$ cat config.mk
export PLATFORM = sky130hd
export DESIGN_NAME = dcache_ctrl
export DESIGN_NICKNAME = d
export VERILOG_FILES = /design/src/rtl/dcache_ctrl.sv
export SDC_FILE = /design/constraint.sdc
export NUM_CORES = 1
export LEC_CHECK = 0
export ABC_AREA = 1
export CAP_MARGIN = 20
export CORE_MARGIN = 8
export CORE_UTILIZATION = 48
export CTS_CLUSTER_DIAMETER = 100
export CTS_CLUSTER_SIZE = 12
export DETAILED_ROUTE_END_ITERATION = 7
export GPL_ROUTABILITY_DRIVEN = 0
export MAX_ROUTING_LAYER = met4
export PLACE_DENSITY = 0.66
export SLEW_MARGIN = 30
export SYNTH_ARGS = -nofsm -noshare
export SYNTH_HDL_FRONTEND = slang
export SYNTH_SLANG_ARGS = --single-unit
$ cat constraint.sdc
create_clock -name clk -period 6.96 [get_ports clk]
set_input_delay 0.696 -clock clk [delete_from_list [all_inputs] [get_ports clk]]
set_output_delay 0.696 -clock clk [all_outputs]
set_load 0.02 [all_outputs]
$ cat src/rtl/dcache_ctrl.sv
// Direct-mapped, write-back, write-allocate data cache with one-word lines.
// Hits complete with no stall; misses stall the CPU and sequence write-back
// and refill against a hold-until-ack data RAM. Also counts hits and misses.
module dcache_ctrl #(
  parameter int unsigned ADDR_WIDTH  = 32,
  parameter int unsigned INDEX_WIDTH = 3
) (
  input  logic                  clk,
  input  logic                  rst,
  input  logic                  cpu_cs,
  input  logic                  cpu_we,
  input  logic [ADDR_WIDTH-1:0] cpu_addr,
  input  logic [31:0]           cpu_din,
  output logic [31:0]           cpu_dout,
  output logic                  cpu_stall,
  output logic                  mem_cs,
  output logic                  mem_we,
  output logic [ADDR_WIDTH-1:0] mem_addr,
  output logic [31:0]           mem_din,
  input  logic [31:0]           mem_dout,
  input  logic                  mem_ack,
  output logic [15:0]           hit_cnt,
  output logic [15:0]           miss_cnt
);

  localparam int unsigned TAG_WIDTH = ADDR_WIDTH - INDEX_WIDTH;
  localparam int unsigned LINES     = 2 ** INDEX_WIDTH;

  typedef enum logic [1:0] {S_IDLE, S_WB, S_GAP, S_FILL} state_t;

  state_t                 state;
  logic [31:0]            data_mem [LINES];
  logic [TAG_WIDTH-1:0]   tag_mem  [LINES];
  logic [LINES-1:0]       valid;
  logic [LINES-1:0]       dirty;

  logic [INDEX_WIDTH-1:0] idx;
  logic [TAG_WIDTH-1:0]   cpu_tag;
  logic                   hit;
  logic                   idle_hit;

  // Address split and hit detection for the current CPU request
  always_comb begin
    idx       = cpu_addr[INDEX_WIDTH-1:0];
    cpu_tag   = cpu_addr[ADDR_WIDTH-1:INDEX_WIDTH];
    hit       = cpu_cs & valid[idx] & (tag_mem[idx] == cpu_tag);
    idle_hit  = (state == S_IDLE) & hit;
    cpu_dout  = hit ? data_mem[idx] : 32'd0;
    cpu_stall = cpu_cs & ~idle_hit;
  end

  // Line data and tag storage: written by write hits and by refills
  always_ff @(posedge clk) begin
    if (!rst) begin
      if (idle_hit && cpu_we) begin
        data_mem[idx] <= cpu_din;
      end else if (state == S_FILL && mem_ack) begin
        data_mem[idx] <= mem_dout;
        tag_mem[idx]  <= cpu_tag;
      end
    end
  end

  // Controller FSM with registered memory-side outputs, line status and counters
  always_ff @(posedge clk) begin
    if (rst) begin
      state    <= S_IDLE;
      valid    <= '0;
      dirty    <= '0;
      hit_cnt  <= 16'd0;
      miss_cnt <= 16'd0;
      mem_cs   <= 1'b0;
      mem_we   <= 1'b0;
      mem_addr <= '1;
      mem_din  <= 32'd0;
    end else begin
      case (state)
        S_IDLE: begin
          if (cpu_cs) begin
            if (hit) begin
              hit_cnt <= hit_cnt + 16'd1;
              if (cpu_we) dirty[idx] <= 1'b1;
            end else begin
              miss_cnt <= miss_cnt + 16'd1;
              mem_cs   <= 1'b1;
              if (valid[idx] && dirty[idx]) begin
                state    <= S_WB;
                mem_we   <= 1'b1;
                mem_addr <= {tag_mem[idx], idx};
                mem_din  <= data_mem[idx];
              end else begin
                state    <= S_FILL;
                mem_we   <= 1'b0;
                mem_addr <= cpu_addr;
              end
            end
          end
        end
        S_WB: begin
          if (mem_ack) begin
            state    <= S_GAP;
            mem_cs   <= 1'b0;
            mem_we   <= 1'b0;
            mem_addr <= '1;
          end
        end
        S_GAP: begin
          // Idle address for one cycle so the RAM treats the refill as a new access
          state    <= S_FILL;
          mem_cs   <= 1'b1;
          mem_we   <= 1'b0;
          mem_addr <= cpu_addr;
        end
        S_FILL: begin
          if (mem_ack) begin
            state      <= S_IDLE;
            valid[idx] <= 1'b1;
            dirty[idx] <= 1'b0;
            mem_cs     <= 1'b0;
            mem_we     <= 1'b0;
            mem_addr   <= '1;
          end
        end
        default: begin
          state    <= S_IDLE;
          mem_cs   <= 1'b0;
          mem_we   <= 1'b0;
          mem_addr <= '1;
        end
      endcase
    end
  end

endmodule
==> flow_metrics.tcl <==
set metrics [dict create \
    cts_resized 0 \
    powerDensity_nw_per_um2 274 \
    irDropWorstVdd_v 0.000211 \
    drv_cap 0 \
    synth_top_area_share 0.537 \
    status "complete, no violations" \
    syn_nets 2964 \
    wl_mm 78.9 \
    async_reset_ff_frac 0 \
    fill_cells 4761 \
    fin_ws_ns 1.19 \
    vias 21300 \
    viasPerCell 5.53 \
    min_period_ns 5.77 \
    hpwl_mm 52.0 \
    synthFlopType "edfxtp_1" \
    drc 0 \
    finish.utilization 0.573 \
    setup_viol 0 \
    switching_share 0.303 \
    post-place-ws_ns 1.30 \
    grt_start_max_net_pins 81 \
    skew_ns 0.0723 \
    worst-slew-pin-transition_ns 1.06 \
    avgSynthCellArea_um2 9.56 \
    max_freq_mhz 173 \
    crit_fanout 29 \
    final_max_slew_viol_count 0 \
    finalCritPeriodShare 0.829 \
    antenna_found_initial 1 \
    postCtsHoldBufs 0 \
    grt_usage 0.244 \
    power_switching_mw 2.67 \
    die_y_um 254 \
    ys_seq_area_frac 0.622 \
    leakage_nw 12.6 \
    internal-power_mw 6.15 \
    setup_tns_ns 0 \
    cp-end-kind "output port" \
    max_slew_margin 0.290 \
    dr_wl_met2_mm 35.9 \
    clock_latency_ns 0.66 \
    synth_seq_cells 604 \
    fin_nets 3154 \
    worstSetupPathType "input pin to output port" \
    clockPowerShare 0.325 \
    clock-sinks 604 \
    placed_area_um2 30500 \
    io_pins 232 \
    regToRegSetupSlack_ns 2.97 \
    syn_to_final_growth_pct 18.1 \
    syn-instance-count 2856 \
    top_layer "met4" \
    tritoncts "yes" \
    layout-drive-gt1-share 0.0583 \
    initial_utilization 0.485 \
    dieWidth_um 254 \
    cts_buffer_depth 3 \
    grt_pass1_vias 19900 \
    cp.required_ns 6.26 \
    ys_types 39 \
    yosysTopAreaCell "edfxtp_1" \
    rows 87 \
    wl_per_cell_um 20.5 \
    cts_buffers 56 \
    dr_wl_met3_mm 7.29 \
    grt_first_pass_wirelength_mm 119 \
    io_buffer_count 231 \
    cts-root-buf "clkbuf_16" \
    htreeDepth 2 \
    power_frac_seq 0.467 \
    start_kind "input pin" \
    drt-initial-drc-count 2240 \
    gr-total-overflow 0 \
    syn_area_um2 27300 \
    grt_setup_unrepaired "no" \
    synthTopCellsByCount "741 x nand2_1, 488 x edfxtp_1, 378 x inv_1, 254 x nor2_1, 234 x nand3_1" \
    met1Wirelength_mm 33.4 \
    synth_area_leaders "edfxtp_1 54%, nand2_1 10%, dfxtp_1 8.5%, inv_1 5.2%, nand3_1 4.3%" \
    clkTransAtPathRegs_ns 0.06 \
    ant_nets 0 \
    cp.arrival_ns 5.07 \
    hold_class "flip-flop to flip-flop" \
    p_comb_frac 0.208 \
    synth_warnings 0 \
    synthMostInstantiatedCell "nand2_1" \
    dr.pass1.iters 5 \
    core_um2 56300 \
    finalHoldViolCount 0 \
    die-area_um2 64700 \
    postCtsSetupRepairBufs 0 \
    final_cell_area_um2 32200 \
    synth_edf_count 488 \
]
## final timing paths
check,startpoint,end,cells after the start
worst max register to register,tag_mem[4][19],tag_mem[4][15],16
worst min register to register,mem_addr[20],mem_addr[20],2
worst max-delay path,cpu_addr[2],cpu_dout[30],13
worst min-delay path,mem_addr[20],mem_addr[20],2
## cell usage in the layout (no fill, tap or decap), types with 2 or more instances in the layout
cell and instances:
a21oi_1 63, a221oi_1 27, a22o_1 7, a22oi_1 40, and2_1 2, buf_16 12
buf_2 2, buf_4 39, clkbuf_1 41, clkbuf_16 56, clkdlybuf4s50_1 228, clkinv_1 2
clkinv_16 3, dfxtp_1 116, edfxtp_1 488, ha_1 6, inv_1 376, inv_2 9
nand2_1 740, nand2_2 6, nand2_4 3, nand3_1 233, nand3_2 4, nand4_1 162
nor2_1 237, nor2_2 11, nor2_4 21, nor3_1 19, nor4_1 5, o211ai_1 19
o21ai_0 40, o21ai_1 15, o22ai_1 3, o2bb2ai_1 3, or2_0 2, or2_1 2
or2_2 10, xnor2_1 8, xor2_1 22
## worst max-delay path, cell delays in order
cell	delay [ns]
clkdlybuf4s50_1	0.63
inv_2	0.21
nor2_2	0.04
buf_4	0.26
nand2_1	0.43
clkinv_1	0.97
nand2_1	0.25
nand3_1	0.11
a221oi_1	0.24
nand4_1	0.27
inv_1	0.21
nor2_1	0.10
clkdlybuf4s50_1	0.59
## routing by layer
layer / track usage / up-vias
met2: 0.372 / 1047
met3: 0.0428 / 153
met5: - / -
li1: - / 9940
met4: 0.0714 / 0
met1: 0.334 / 10100
## kinds of logic after synthesis
family / share of synthesized area
buffers and inverters: 0.0805
XOR/XNOR: 0.00963
flip-flops: 0.622
AO/OA/AOI/OAI: 0.0510
adder cells (fa/ha/maj): 0.00321
AND/OR/NAND/NOR: 0.234
## power by group through the flow
stage	registers [mW]	logic (mW)	clock network, mW
2_1_floorplan	4.32	0.949	0
3_3_place_gp	4.20	1.77	0
3_5_place_dp	4.20	1.80	0
4_1_cts	4.13	1.80	2.90
5_1_grt	4.14	1.98	3.03
6_report	4.12	1.83	2.87
## stage by stage
| step | cells | hold WS (ns) | total power [mW] |
|---|---|---|---|
| 3_3_place_gp | 3732 | 0.439 | 5.97 |
| 4_1_cts | 3841 | 0.458 | 8.83 |
| 2_1_floorplan | 2856 | 0.436 | 5.27 |
| 6_report | 3846 | 0.451 | 8.82 |
| 3_5_place_dp | 3740 | 0.442 | 6.00 |
| 5_1_grt | 3846 | 0.476 | 9.14 |
## sequential cells by signal (all words and copies together), names as in the netlist, named ones only
signal,cells
data_mem,256
tag_mem,232
mem_addr,32
mem_din,32
hit_cnt,16
miss_cnt,16
valid,8
state,2
mem_cs,1
mem_we,1
## area by class of cell
cell class              count  area, um^2  area share
inverters                 387        1450      0.0451
flip-flops and latches    604       17000       0.527
repair buffers            282        2940      0.0911
well taps                 756         946      0.0294
clock buffers              97        1560      0.0483
multi-input cells        1715        8260       0.256
clock inverters             4        98.8     0.00307
diodes                      1        2.50   0.0000777
No activity file was read; power rests on OpenSTA's default activity.
